File: src/rtl/serial_sub.sv
// serial_sub: bit-serial word subtractor, D = A - B - bin, LSB first.
// A single full-subtractor cell and a registered borrow flop process one
// bit per clock. The controlling FSM sees a start/busy/done handshake.
// Optional feature: define SERIAL_SUB_OVF_EN to add the two's-complement
// overflow output 'ovf'. The default build leaves it out.
module serial_sub #(
  parameter int WIDTH = 8
) (
  input  logic             clk,
  input  logic             rst,
  input  logic             start,
  input  logic [WIDTH-1:0] a,
  input  logic [WIDTH-1:0] b,
  input  logic             bin,
  output logic             busy,
  output logic             done,
  output logic [WIDTH-1:0] d,
  output logic             bo,
  output logic             d_bit,
`ifdef SERIAL_SUB_OVF_EN
  output logic             d_bit_valid,
  output logic             ovf
`else
  output logic             d_bit_valid
`endif
);

  // The counter must be able to hold WIDTH itself, not just WIDTH-1.
  localparam int CW = $clog2(WIDTH + 1);

  typedef enum logic [1:0] {
    IDLE  = 2'd0,
    SHIFT = 2'd1,
    DONE  = 2'd2
  } state_t;

  state_t           state;
  logic [WIDTH-1:0] a_sh;
  logic [WIDTH-1:0] b_sh;
  logic [WIDTH-1:0] d_sh;
  logic             borrow;
  logic [CW-1:0]    count;

`ifdef SERIAL_SUB_OVF_EN
  // The operand MSBs are shifted out of a_sh/b_sh, so keep copies for ovf.
  logic             a_msb;
  logic             b_msb;
`endif

  logic             x;
  logic             y;
  logic             diff;
  logic             borrow_nxt;
  logic             accept;
  logic             last_bit;
  logic [WIDTH-1:0] d_sh_nxt;

  // Full-subtractor cell on the current LSBs and the stored borrow.
  always_comb begin
    x          = a_sh[0];
    y          = b_sh[0];
    diff       = x ^ y ^ borrow;
    borrow_nxt = (~x & y) | (~(x ^ y) & borrow);
    d_sh_nxt   = {diff, d_sh[WIDTH-1:1]};
    last_bit   = (count == CW'(WIDTH - 1));
    // A start in the DONE cycle is accepted the same way as one in IDLE.
    accept     = start && ((state == IDLE) || (state == DONE));
  end

  // Control FSM, operand shift registers and registered outputs.
  always_ff @(posedge clk) begin
    if (rst) begin
      state       <= IDLE;
      a_sh        <= '0;
      b_sh        <= '0;
      d_sh        <= '0;
      borrow      <= 1'b0;
      count       <= '0;
      busy        <= 1'b0;
      done        <= 1'b0;
      d           <= '0;
      bo          <= 1'b0;
      d_bit       <= 1'b0;
      d_bit_valid <= 1'b0;
`ifdef SERIAL_SUB_OVF_EN
      a_msb       <= 1'b0;
      b_msb       <= 1'b0;
      ovf         <= 1'b0;
`endif
    end else begin
      case (state)
        IDLE: begin
          state <= IDLE;
        end

        SHIFT: begin
          a_sh        <= {1'b0, a_sh[WIDTH-1:1]};
          b_sh        <= {1'b0, b_sh[WIDTH-1:1]};
          d_sh        <= d_sh_nxt;
          borrow      <= borrow_nxt;
          count       <= count + CW'(1);
          d_bit       <= diff;
          d_bit_valid <= 1'b1;
          if (last_bit) begin
            d     <= d_sh_nxt;
            bo    <= borrow_nxt;
            done  <= 1'b1;
            busy  <= 1'b0;
            state <= DONE;
`ifdef SERIAL_SUB_OVF_EN
            ovf   <= (a_msb ^ b_msb) & (diff ^ a_msb);
`endif
          end
        end

        DONE: begin
          done        <= 1'b0;
          d_bit_valid <= 1'b0;
          state       <= IDLE;
        end

        default: begin
          state <= IDLE;
        end
      endcase

      // Loading the operands overrides the IDLE/DONE defaults above.
      if (accept) begin
        a_sh        <= a;
        b_sh        <= b;
        d_sh        <= '0;
        borrow      <= bin;
        count       <= '0;
        busy        <= 1'b1;
        d_bit_valid <= 1'b0;
        state       <= SHIFT;
`ifdef SERIAL_SUB_OVF_EN
        a_msb       <= a[WIDTH-1];
        b_msb       <= b[WIDTH-1];
`endif
      end
    end
  end

endmodule

File: config.mk
export PLATFORM = sky130hd
export DESIGN_NAME = serial_sub
export DESIGN_NICKNAME = d
export VERILOG_FILES = /design/src/rtl/serial_sub.sv
export SDC_FILE = /design/constraint.sdc
export NUM_CORES = 1
export LEC_CHECK = 0
export ABC_CLOCK_PERIOD_IN_PS = 2000
export CORE_ASPECT_RATIO = 0.6
export CORE_UTILIZATION = 53
export CTS_BUF_LIST = sky130_fd_sc_hd__clkbuf_8
export DETAILED_ROUTE_END_ITERATION = 10
export PLACE_DENSITY = 0.92
export SYNTH_ARGS = -nofsm -noshare
export SYNTH_HDL_FRONTEND = slang
export SYNTH_SLANG_ARGS = --single-unit
File: constraint.sdc
create_clock -name clk -period 2 [get_ports clk]
set_clock_uncertainty 0.05 [all_clocks]
set_input_delay 0.2 -clock clk [delete_from_list [all_inputs] [get_ports clk]]
set_output_delay 0.2 -clock clk [all_outputs]
set_load 0.05 [all_outputs]
# == Word-level counts from Yosys, hierarchy flattened ==
# Cells that the tools add are included.
# Widths: inputs -> output; s select.
# totals
mem_bits_rw,0
mem_count,0
ff_bits,44
latchBits,0
elab_cells,53
in_bits,20
output_inout_bits,13
romBits,0
# classes
n_reduce_logical,11
muxes,15
n_bitwise,8
n_eq_ne,5
n_mul,0
n_shift,0
addsub,1
n_lt_le_gt_ge,0
div_mod_pow,0
# ops
cell,n
$mux 8,4
$mux 1,9
$reduce_and 2->1,3
$reduce_bool 2->1,3
$add 4x1->4 const B,1
$eq 4x3->1 const B,1
$pmux 1 s2,2
$ne 3x3->1 const B,1
$not 1->1,3
$reduce_or 3->1,1
$and 1x1->1,2
$eq 2x1->1 const B,1
$eq 2x2->1 const B,1
$logic_not 2->1,1
$ne 2x2->1 const B,1
$reduce_or 2->1,1
$xor 1x1->1,2
$logic_and 1x1->1,1
$logic_or 1x1->1,1
$or 1x1->1,1

# == Depth between registers and ports, before layout ==
# logic_depth
depth_word,6
depth_mapped,7
ltp_nobuf,5

# == Worst setup path after synthesis ==
# Ideal clock, no wire load.
# synth_path
path_kind,register to register
startpoint,reg state[0]
endpoint,reg a_sh[5]
path_stages_with_launch,7
arrival_time_ns,1.253
period_less_slack_ns,1.383
setup_slack_ns,0.617
setup_time_ns,0.080
t_required_ns,1.870
cell_sequence,dfxtp_1 -> inv_1 -> ha_1 -> o21ai_4 -> buf_6 -> nor2_1 -> a211oi_2
# synth_between
elab_chain_cells,4
word_cells_on_any_way,7
cone_classes,2 x eq/ne; 1 x mux; 4 x reduce/logical
# synth_rtl
item,line,rtl
"start, declared",37,state_t state;
"start signal, assigned",73,state <= IDLE;
"start signal, assigned",93,state <= IDLE;
"start signal, assigned",109,state <= DONE;
$eq 2x2->1 / $logic_not 2->1 (equally long branches),67,accept = start && ((state == IDLE) || (state == DONE));
$logic_or 1x1->1,67,
$logic_and 1x1->1,67,
$mux 8 / $reduce_bool 2->1 (equally long branches),--,
"end signal, assigned",97,"a_sh <= {1'b0, a_sh[WIDTH-1:1]};"
"end, declared",38,logic [WIDTH-1:0] a_sh;
# Several ways; a longest one is shown, not always the timed one.
# A chain may end at the register's enable or synchronous reset.

# == Worst setup path in the final report ==
# layout_path
startpoint,reg done
endpoint,out done
# layout_rtl
item,line,rtl
"start, declared",16,"output logic done,"
"start signal, assigned",80,done <= 1'b0;
"start signal, assigned",107,done <= 1'b1;
"start signal, assigned",117,done <= 1'b0;
# No word-level cell between the ends.

==> results.tsv <==
stage	metric	value	unit
logic_synthesis	share of Yosys cell area claimed by the top area cell type	45.9	%
layout	number of nets at the end of the flow	245	
routing	wire per inst	13.6	µm
critical_path	Crit path max-delay family	buffers and inverters	
die	I/O pin count	33	
routing	initial drt markers	72	
power	power share of the sequential group	51.1	%
global_route	number of antenna violations at the first check in global routing	0	
die	die extent in y	48.1	µm
critical_path	peak per-stage delay on the critical path	0.80	ns
logic_synthesis	synthesized netlist net count	212	
placed_design	input/output buffers	32	
timing	count of endpoints failing setup in the final report	0	
timing	max-slew violation count	0	
global_route	residual overflow from global routing	0	
critical_path	startpoint class of the critical path	flip-flop	
layout	footprint of the multi-input gates	903	µm²
global_route	maximum number of pins on one net before global-route repair	33	
timing	Max Fclk	0.591	GHz
placed_design	# placed instances	258	
clock_network	TritonCTS buffer count	5	
die	die width	78.8	µm
logic_synthesis	number of enable-type register cells in the synthesized netlist	0	
global_route	number of global-route vias before repair	1186	
power	static leakage	0.845	nW
routing	Detailed Routing Iterations Pass 1	4	
routing	vias after detailed routing	1396	
timing	Tightest Pin Transition	0.501	ns
power	largest voltage drop on the vdd net	0.399	mV
critical_path	Bufs and invs on worst path	1	
timing	final critical path time including I/O delays and setup	1.69	ns
critical_path	Cell Chain, Critical Path	clkdlybuf4s50_1	
critical_path	total stage count of the critical path	1	
logic_synthesis	sequential element share of the synthesized area	45.9	%
logic_synthesis	Async SR Flop Fraction	0	%
logic_synthesis	main combinational cell family by area after synthesis	compound AO/OA/AOI/OAI gates	
critical_path	arrival time of data at the critical path endpoint	1.44	ns
logic_synthesis	ranking of synthesized cells by area	sky130_fd_sc_hd__dfxtp_1 46%, sky130_fd_sc_hd__mux2i_1 11%, sky130_fd_sc_hd__a211oi_2 8.7%, sky130_fd_sc_hd__nor2_1 5.8%, sky130_fd_sc_hd__nand2_1 4.2%	
critical_path	launch point of the critical path	done	
critical_path	largest fanout on the critical path	2	
routing	# DRC	0	
timing	final number of hold-violating endpoints	0	
logic_synthesis	most used flip-flop cell after synthesis	sky130_fd_sc_hd__dfxtp_1	
layout	layout cell share with drive strength beyond 1	13.6	%
logic_synthesis	Yosys top cell by area	sky130_fd_sc_hd__dfxtp_1	
power	P_sw	0.419	mW
logic_synthesis	#FFs+latches synth	43	
logic_synthesis	adder-cell share of the synthesized area	3.74	%
die	initial cell density of the core	56.4	%
layout	Inserted Diodes	0	
die	count of standard-cell rows	16	
timing	unrepaired setup endpoints after global routing	no	
critical_path	Worst R2R End	b_sh[0]	
logic_synthesis	compound-cell area share of the yosys netlist	16.8	%
clock_network	number of hold-repair buffers added at the cts stage	0	
clock_network	postcts setup bufs	0	
critical_path	required arrival time at the worst endpoint	1.75	ns
routing	total wire length after detailed routing	3.59	mm
clock_network	number of levels the H-tree was split into	2	
global_route	global-route wire length before repair	5.60	mm
clock_network	number of gates given a new drive strength after cts	0	
layout	area growth from synthesis to layout	23.8	%
clock_network	clock tree root driver cell	sky130_fd_sc_hd__clkbuf_8	
critical_path	R2R depth	6	
logic_synthesis	netlist area before placement	1870	µm²
placed_design	HPWL Detailed	2.54	mm
global_route	Global Route Usage Sum	20.2	%
power	Final Total Pwr	1.79	mW
timing	period utilisation layout	84.5	%
logic_synthesis	synth warn	0	
critical_path	kind of capture point of the worst setup path	primary output	
logic_synthesis	mean area per synthesized cell	10.0	µm²
layout	total area of sequential cells	861	µm²
layout	Finished Layout Cells	265	
clock_network	number of buffers between clock root and the deepest sink	2	
die	die footprint	3790	µm²
hold_path	Min-Delay Path Depth	2	
timing	setup TNS	0	ns
critical_path	slack of the worst reg-to-reg path	0.42	ns
routing	number of routed nets with antenna violations	0	
job	Max Cap Viol	0	
die	placeable core area	3320	µm²
logic_synthesis	post-synthesis share of cell area spent on and, or, nand and nor gates	15.1	%
critical_path	launching point of the worst reg2reg path	state[0]	
placed_design	Placer Congestion	0.819	
status	status	finished clean	
critical_path	category of the most critical setup path	flip-flop to primary output	
power	total power density per cell area	772	nW/µm²
logic_synthesis	post-synthesis cell count	187	
routing	detailed-route vias per instance	5.27	
critical_path	CP max stage cell	sky130_fd_sc_hd__clkdlybuf4s50_1	
logic_synthesis	Synth Area in XOR/XNOR	1.40	%
clock_network	CTS clk-pin slew, worst paths	0.07	ns
logic_synthesis	Distinct cells, synth	32	
power	share of total power in the clock network	35.3	%
clock_network	source-to-sink clock delay at the later pin of the worst-skew pair	0.29	ns
critical_path	termination of the worst setup path	done	
hold_path	path class of the lowest-slack min-delay path	flip-flop to flip-flop	
timing	worst hold slack	0.405	ns
logic_synthesis	mux cell area share after synthesis	11.2	%
clock_network	Sink Count	43	
power	internal power consumption	1.37	mW
layout	count of filler cells inserted in the layout	253	
power	Logic pwr share	13.6	%
power	Sw Share	23.4	%
timing	normalized max-slew margin	66.5	%
clock_network	clock tree from TritonCTS	built	
-- layer usage --
metal / wire length [µm] / track usage [%]
met1: 1790 / 26.1
met3: 158 / 5.71
met2: 1610 / 33.7
met4: 34 / 6.67
met5: 0 / 0
-- sequential cells by signal, indices dropped and copies added (netlist names) --
signal       count
d_bit_valid      1
done             1
d_bit            1
b_sh             8
a_sh             8
busy             1
d_sh             7
d                8
bo               1
borrow           1
state            2
count            4
-- worst min path at each step --
stage / slack [ns] / to / from
finish: 0.41 / d[6] / d[6]
global route: 0.43 / a_sh[7] / a[7]
CTS: 0.41 / d[6] / d[6]
detailed placement: 0.40 / d[6] / d[6]
global placement: 0.39 / d[6] / d[6]
floorplan: 0.29 / borrow / bin
-- final cells by class --
| class | instances | area share [%] |
|---|---|---|
| tap | 45 | 2.43 |
| sequential | 43 | 37.1 |
| multi-input combinational | 127 | 38.9 |
| timing repair buffer | 38 | 16.3 |
| clock inverter | 2 | 1.46 |
| clock buffer | 5 | 2.97 |
| inverter | 5 | 0.809 |
-- cells by family (layout without fill, tap and decap cells) --
family                     Yosys count  after routing
AOI/OAI and AO/OA                   36             36
adders and majority gates            5              5
and+or+nand+nor                     62             62
muxes                               21             21
DFF                                 43             43
buffers and inverters               17             50
xor gates and xnor gates             3              3
-- power by group through the flow --
stage	clock [mW]	combinational [mW]	sequential (mW)
global placement	0	0.235	0.933
global route	0.678	0.263	0.920
CTS	0.642	0.244	0.914
detailed placement	0	0.243	0.934
floorplan	0	0.158	0.944
finish	0.633	0.243	0.915
-- placed cells by master (no fill, tap or decap), drive strengths merged --
master and count:
a32oi 1, nand4 1, ha 4, nand3b 3, nand2b 3, clkbuf 5, nand2 21, a21oi 14
and4b 1, and3b 1, nand4b 1, xor2 2, o211ai 1, o21ai 2, inv 6, a2bb2oi 1
xnor2 1, clkdlybuf4s50 32, bufinv 1, dfxtp 43, nand3 1, buf 6, a211oi 16, nor2 30
fa 1, mux2i 21, o21a 1
-- synthesized netlist by cell type (2+ instances only) --
cell type                  count
sky130_fd_sc_hd__mux2i_1      21
sky130_fd_sc_hd__nor2_1       29
sky130_fd_sc_hd__a211oi_1      3
sky130_fd_sc_hd__xor2_1        2
sky130_fd_sc_hd__ha_1          4
sky130_fd_sc_hd__clkbuf_1      2
sky130_fd_sc_hd__dfxtp_1      43
sky130_fd_sc_hd__nand2b_1      2
sky130_fd_sc_hd__buf_6         4
sky130_fd_sc_hd__inv_1         5
sky130_fd_sc_hd__nand3b_1      3
sky130_fd_sc_hd__a211oi_2     13
sky130_fd_sc_hd__buf_4         4
sky130_fd_sc_hd__a21oi_1      14
sky130_fd_sc_hd__nand2_1      21
-- stage by stage --
stage               utilization [%]  worst slack [ns]  area [µm²]
floorplan                         -             0.617        1870
global placement               66.7             0.533        2220
detailed placement             66.7             0.422        2220
CTS                            69.8             0.294        2320
global route                   69.8             0.257        2320
finish                         69.8             0.309        2320
Power figures use the tool's default switching activity.
